<file path="src/rtl/lavatorio_pkg.sv">
// lavatorio_pkg: shared lavatory state encoding, indices and vector type
package lavatorio_pkg;
  typedef enum logic [1:0] {LIVRE, RESERVADO, OCUPADO} lav_state_t;
  localparam int LAV_A = 0;
  localparam int LAV_B = 1;
  localparam int LAV_C = 2;
  typedef logic [2:0] lav_vec_t;
endpackage

</file>
<file path="src/rtl/lavatorio_fsm.sv">
// lavatorio_fsm: per-lavatory LIVRE/RESERVADO/OCUPADO tracker with reservation timeout
module lavatorio_fsm
  import lavatorio_pkg::*;
#(
  parameter int TIMEOUT = 8
) (
  input  logic       clk_2,
  input  logic       reset_n,
  input  logic       porta_i,
  input  logic       grant_i,
  output lav_state_t state,
  output lav_state_t state_nxt,
  output logic       timeout
);
  localparam int TW = $clog2(TIMEOUT);
  logic [TW-1:0] timer;
  logic expire;
  always_comb begin
    expire = state == RESERVADO && !porta_i && timer == TW'(TIMEOUT - 1);
    state_nxt = porta_i ? OCUPADO :
                state == OCUPADO ? LIVRE :
                state == LIVRE ? (grant_i ? RESERVADO : LIVRE) :
                (expire ? LIVRE : RESERVADO);
  end
  always_ff @(posedge clk_2 or negedge reset_n) begin
    if (!reset_n) begin
      state   <= LIVRE;
      timer   <= '0;
      timeout <= 1'b0;
    end else begin
      state   <= state_nxt;
      timeout <= expire;
      timer   <= (state == RESERVADO && state_nxt == RESERVADO) ? timer + TW'(1) : '0;
    end
  end
endmodule

</file>
<file path="src/rtl/lavatorio_arbiter.sv">
// lavatorio_arbiter: queues lavatory calls per class and grants/reserves free lavatories
module lavatorio_arbiter
  import lavatorio_pkg::*;
#(
  parameter int TIMEOUT = 8,
  parameter int QW      = 4
) (
  input  logic          clk_2,
  input  logic          reset_n,
  input  logic          req_mulher,
  input  logic          req_homem,
  input  logic [2:0]    porta,
  output logic [2:0]    grant,
  output logic          grant_mulher,
  output logic          grant_homem,
  output logic [2:0]    timeout,
  output logic          livre_mulher,
  output logic          livre_homem,
  output logic [QW-1:0] fila_mulher,
  output logic [QW-1:0] fila_homem
);
  lav_state_t st [3];
  lav_state_t st_nxt [3];
  lav_vec_t free, w_sel, m_sel, sel;
  logic w_cand, m_cand, pick_w, pick_m, prio, rr;
  for (genvar i = 0; i < 3; i++) begin : g_lav
    lavatorio_fsm #(.TIMEOUT(TIMEOUT)) u_fsm (
      .clk_2     (clk_2),
      .reset_n   (reset_n),
      .porta_i   (porta[i]),
      .grant_i   (sel[i]),
      .state     (st[i]),
      .state_nxt (st_nxt[i]),
      .timeout   (timeout[i])
    );
    assign free[i] = st[i] == LIVRE && !porta[i];
  end
  always_comb begin
    w_cand = fila_mulher != '0 && |free;
    m_cand = fila_homem != '0 && (free[LAV_B] || free[LAV_C]);
    w_sel  = free[LAV_A] ? 3'b001 : free[LAV_B] ? 3'b010 : 3'b100;
    m_sel  = (free[LAV_B] && free[LAV_C]) ? (rr ? 3'b100 : 3'b010) :
             free[LAV_B] ? 3'b010 : 3'b100;
    pick_w = w_cand && (!m_cand || !prio);
    pick_m = m_cand && !pick_w;
    sel    = pick_w ? w_sel : pick_m ? m_sel : '0;
  end
  always_ff @(posedge clk_2 or negedge reset_n) begin
    if (!reset_n) begin
      grant        <= '0;
      grant_mulher <= 1'b0;
      grant_homem  <= 1'b0;
      livre_mulher <= 1'b0;
      livre_homem  <= 1'b0;
      fila_mulher  <= '0;
      fila_homem   <= '0;
      prio         <= 1'b0;
      rr           <= 1'b0;
    end else begin
      grant        <= sel;
      grant_mulher <= pick_w;
      grant_homem  <= pick_m;
      if (pick_w || pick_m) prio <= pick_w;
      if (sel[LAV_B] || sel[LAV_C]) rr <= !rr;
      fila_mulher  <= fila_mulher + QW'(req_mulher && !pick_w && !(&fila_mulher))
                                  - QW'(pick_w && !req_mulher);
      fila_homem   <= fila_homem + QW'(req_homem && !pick_m && !(&fila_homem))
                                 - QW'(pick_m && !req_homem);
      livre_mulher <= st_nxt[LAV_A] == LIVRE || st_nxt[LAV_B] == LIVRE || st_nxt[LAV_C] == LIVRE;
      livre_homem  <= st_nxt[LAV_B] == LIVRE || st_nxt[LAV_C] == LIVRE;
    end
  end
endmodule

</file>
<file path="config.mk">
export PLATFORM = sky130hd
export DESIGN_NAME = lavatorio_arbiter
export DESIGN_NICKNAME = d
export VERILOG_FILES = /design/src/rtl/lavatorio_pkg.sv /design/src/rtl/lavatorio_fsm.sv /design/src/rtl/lavatorio_arbiter.sv
export SDC_FILE = /design/constraint.sdc
export NUM_CORES = 1
export LEC_CHECK = 0
export CAP_MARGIN = 40
export CORE_MARGIN = 1.5
export CORE_UTILIZATION = 53
export DETAILED_ROUTE_END_ITERATION = 16
export GPL_ROUTABILITY_DRIVEN = 0
export GPL_TIMING_DRIVEN = 0
export PLACE_DENSITY_LB_ADDON = 0.05
export SLEW_MARGIN = 20
export SYNTH_ARGS = -nofsm -noshare
export SYNTH_HDL_FRONTEND = slang
export SYNTH_SLANG_ARGS = --single-unit
</file>
<file path="constraint.sdc">
create_clock -name clk_2 -period 3.3 [get_ports clk_2]
set_input_delay 0.66 -clock clk_2 [delete_from_list [all_inputs] [get_ports clk_2]]
set_output_delay 0.66 -clock clk_2 [all_outputs]
set_load 0.01 [all_outputs]
</file>
==> results.json, run 1 <==
{
  "post-layout-total-power_mw": 1.548,
  "irDropWorstVdd_v": 0.0003919,
  "tritoncts": "yes",
  "final_routed_wirelength_across_all_metal_layers_um": 2824,
  "cts_resized": 0,
  "holdBufCountCts": 0,
  "netlist_area_sq_um": 1729,
  "globalRouteOverflowTotal": 0,
  "dp.final_hpwl_um": 2222,
  "numClockSinks": 35,
  "dieHeight_um": 60.12,
  "gate_count_of_the_mapped_netlist": 143,
  "area.growth.synth_to_final_pct": 21.64,
  "synth_top_family_by_area": "simple AND/OR/NAND/NOR gates",
  "drc_errors": 0,
  "num_io_pins": 25,
  "floorplan.rows": 20,
  "synth_enable_flop_cells": 0,
  "synth_cell_types": 45,
  "p_int_mw": 1.000,
  "fmaxAchievable_mhz": 352.5,
  "power.share.combinational_pct": 43.4,
  "htree_num_levels": 2,
  "starting_drc_count_in_detailed_routing": 40,
  "route.detailed.wl_per_inst_um": 12.89,
  "synth_compound_area_share_pct": 11.58,
  "setup.reg_to_reg.worst_slack_ns": 0.74,
  "fp.dieW_um": 60.12,
  "mappedNetlistNets": 168,
  "layout-drive-gt1-share_pct": 12.00,
  "timing.critical_path.required_ns": 3.52,
  "post-route-worst-setup-slack_ns": 0.4630,
  "critPathMaxFanout": 8,
  "final_cell_count_no_fill": 219,
  "num_vias": 1175,
  "worstPathArrival_ns": 3.05,
  "diodes": 0,
  "post_synth_mux_area_share_pct": 0.5789,
  "dieArea_sq_um": 3614,
  "drv_slew": 0,
  "netlist.area_leader.share_pct": 50.65,
  "synth_flop_cell": "dfrtp_1",
  "layout_worst_path_cycle_share_pct": 85.97,
  "yosys_warnings": 0,
  "max-cap-violations": 0,
  "fin_tns_setup_ns": 0,
  "switching_power_uw": 547.5,
  "cts_root_buffer": "clkbuf_4",
  "placement.setup.worst_slack_ns": 0.1499,
  "clock_power_share_pct": 14.9,
  "via_per_inst": 5.365,
  "synthSimpleGateAreaFrac_pct": 17.51,
  "worst_skew_pair.late_latency_ns": 0.33,
  "timing.rr.end": "fila_mulher[3]",
  "grt_setup_unrepaired": "false",
  "place_inst": 212,
  "seqPwrFrac_pct": 41.7,
  "post_cts_setup_bufs": 0,
  "finalHoldViolCount": 0,
  "end_kind": "register",
  "synth_top_cell_by_area": "dfrtp_1",
  "async_flop_share_pct": 100.0,
  "cts_buffers": 5,
  "max_slew.worst_pin.slew_ns": 0.5264,
  "track_usage_pct": 19.21,
  "drt_pass_1_iters": 4,
  "number_of_antenna_violations_at_the_first_check_in_global_routing": 0,
  "initial_core_util_pct": 56.18,
  "hp-class": "in2async",
  "leakagePower_nw": 1.006,
  "grt_pass1_wl_um": 5009,
  "sw_frac_of_total_pct": 35.37,
  "fin_nets": 200,
  "yosysSeqAreaShare_pct": 50.65,
  "layout.filler_cells": 239,
  "number_of_port_buffers": 24,
  "setup_viol": 0,
  "worstReg2RegStart": "fila_homem[2]",
  "ant_nets": 0,
  "synth.top_cells.by_count": "dfrtp_1, ha_1, inv_1",
  "outcome": "complete, no violations",
  "powerDensity_nw_per_um2": 735.9,
  "syn_area_per_cell_sq_um": 12.09,
  "synth_xor_xnor_area_share_pct": 2.533,
  "rr_worst_depth": 10,
  "yosys_register_bits": 35,
  "start_kind": "input pin",
  "slew_headroom_pct": 64.64,
  "synth_fa_ha_area_share_pct": 13.89,
  "worst_setup_hold_path_clk_slew_ns": 0.11,
  "largest_net_degree_at_the_start_of_global_routing": 21,
  "synthMostInstantiatedCell": "dfrtp_1",
  "post-route-min-period_ns": 2.837,
  "worst_clock_skew_ns": 0.01480,
  "core-area_sq_um": 3078,
  "synth.top_cells.by_area": "dfrtp_1, ha_1, fa_1, and2_1, inv_1",
  "max-clock-path-buffers": 2,
  "path_class": "in2reg",
  "first_global_vias": 1216
}
-- routing by layer --
layer  track usage, %  wire (um)  up-vias
met5                0          0        -
met4            12.06         70        0
li1                 -          -      574
met3            4.762         98        8
met2            31.06       1435       22
met1            22.70       1220      571
-- how the worst max path moves through the flow --
stage | from | endpoint | slack, ns
final | porta[1] | fila_mulher[2] | 0.46
after CTS | porta[1] | fila_mulher[2] | 0.50
after floorplan | porta[2] | fila_mulher[3] | 0.91
after detailed placement | porta[1] | fila_mulher[2] | 0.15
after global routing | porta[1] | fila_mulher[2] | 0.23
after global placement | porta[2] | fila_mulher[2] | 0.19
-- power groups by stage --
stage	Clock, mW	Sequential, mW	Combinational, mW
floorplan	0	0.674	0.393
global placement	0	0.646	0.655
detailed placement	0	0.656	0.680
CTS	0.242	0.647	0.683
global route	0.259	0.663	0.763
finish	0.231	0.646	0.671
-- metrics by stage --
step / area (sq um) / utilization [%] / hold WS, ns
after floorplan: 1729 / - / 0.3644
after global routing: 2103 / 68.33 / 0.2395
after global placement: 2024 / 65.77 / 0.4199
final: 2103 / 68.33 / 0.2320
after CTS: 2103 / 68.33 / 0.2365
after detailed placement: 2047 / 66.50 / 0.4246
-- layout make-up --
cell class,count,area [sq um],area share (%)
tap,44,55.05,2.617
timing repair buffer,25,262.8,12.49
clock inverter,1,5.005,0.2380
buffer,3,22.52,1.071
inverter,9,33.78,1.606
clock buffer,6,51.30,2.439
sequential,35,875.8,41.64
multi-input combinational,96,797.0,37.89
-- critical path, cell delays in order --
cell and delay (ns):
clkdlybuf4s50_1 0.53, nor3_1 0.43, o211ai_1 0.26, nand2_1 0.19, mux2i_1 0.22, ha_1 0.19
inv_1 0.05, fa_1 0.38, xnor2_1 0.14
-- placed cells by master (no fill, tap or decap), types with 3 or more instances in the layout --
cell type         n
dfrtp_1          35
clkdlybuf4s50_1  23
ha_1             16
inv_1             9
nor2_1            7
nand2_1           6
and2_1            6
nor3_1            5
a21oi_1           5
clkbuf_4          5
or3_1             3
xor2_1            3
nor2b_1           3
buf_4             3
-- flip-flops by register name, indices dropped and copies added (netlist names) --
register,cells
g_lav.u_fsm.timeout,3
livre_mulher,1
g_lav.u_fsm.timer,9
grant_mulher,1
grant,3
livre_homem,1
fila_homem,4
g_lav.u_fsm.state,6
grant_homem,1
prio,1
rr,1
fila_mulher,4
-- kinds of logic after synthesis --
family          after synthesis
flops                        35
fa+ha+maj                    18
buf+inv                      12
xor+xnor                      5
simple gates                 48
mux                           1
compound gates               24
(Power assumes the default switching activity.)
==> inputs of run 2 (changes only) <==
CTS_CLUSTER_SIZE = 24   (was default)
HOLD_SLACK_MARGIN = 0.15   (was default)
TNS_END_PERCENT = 30   (was default)
==> results of run 2 <==
Same layout as run 1: the final DEF is identical, and so are final timing and power.
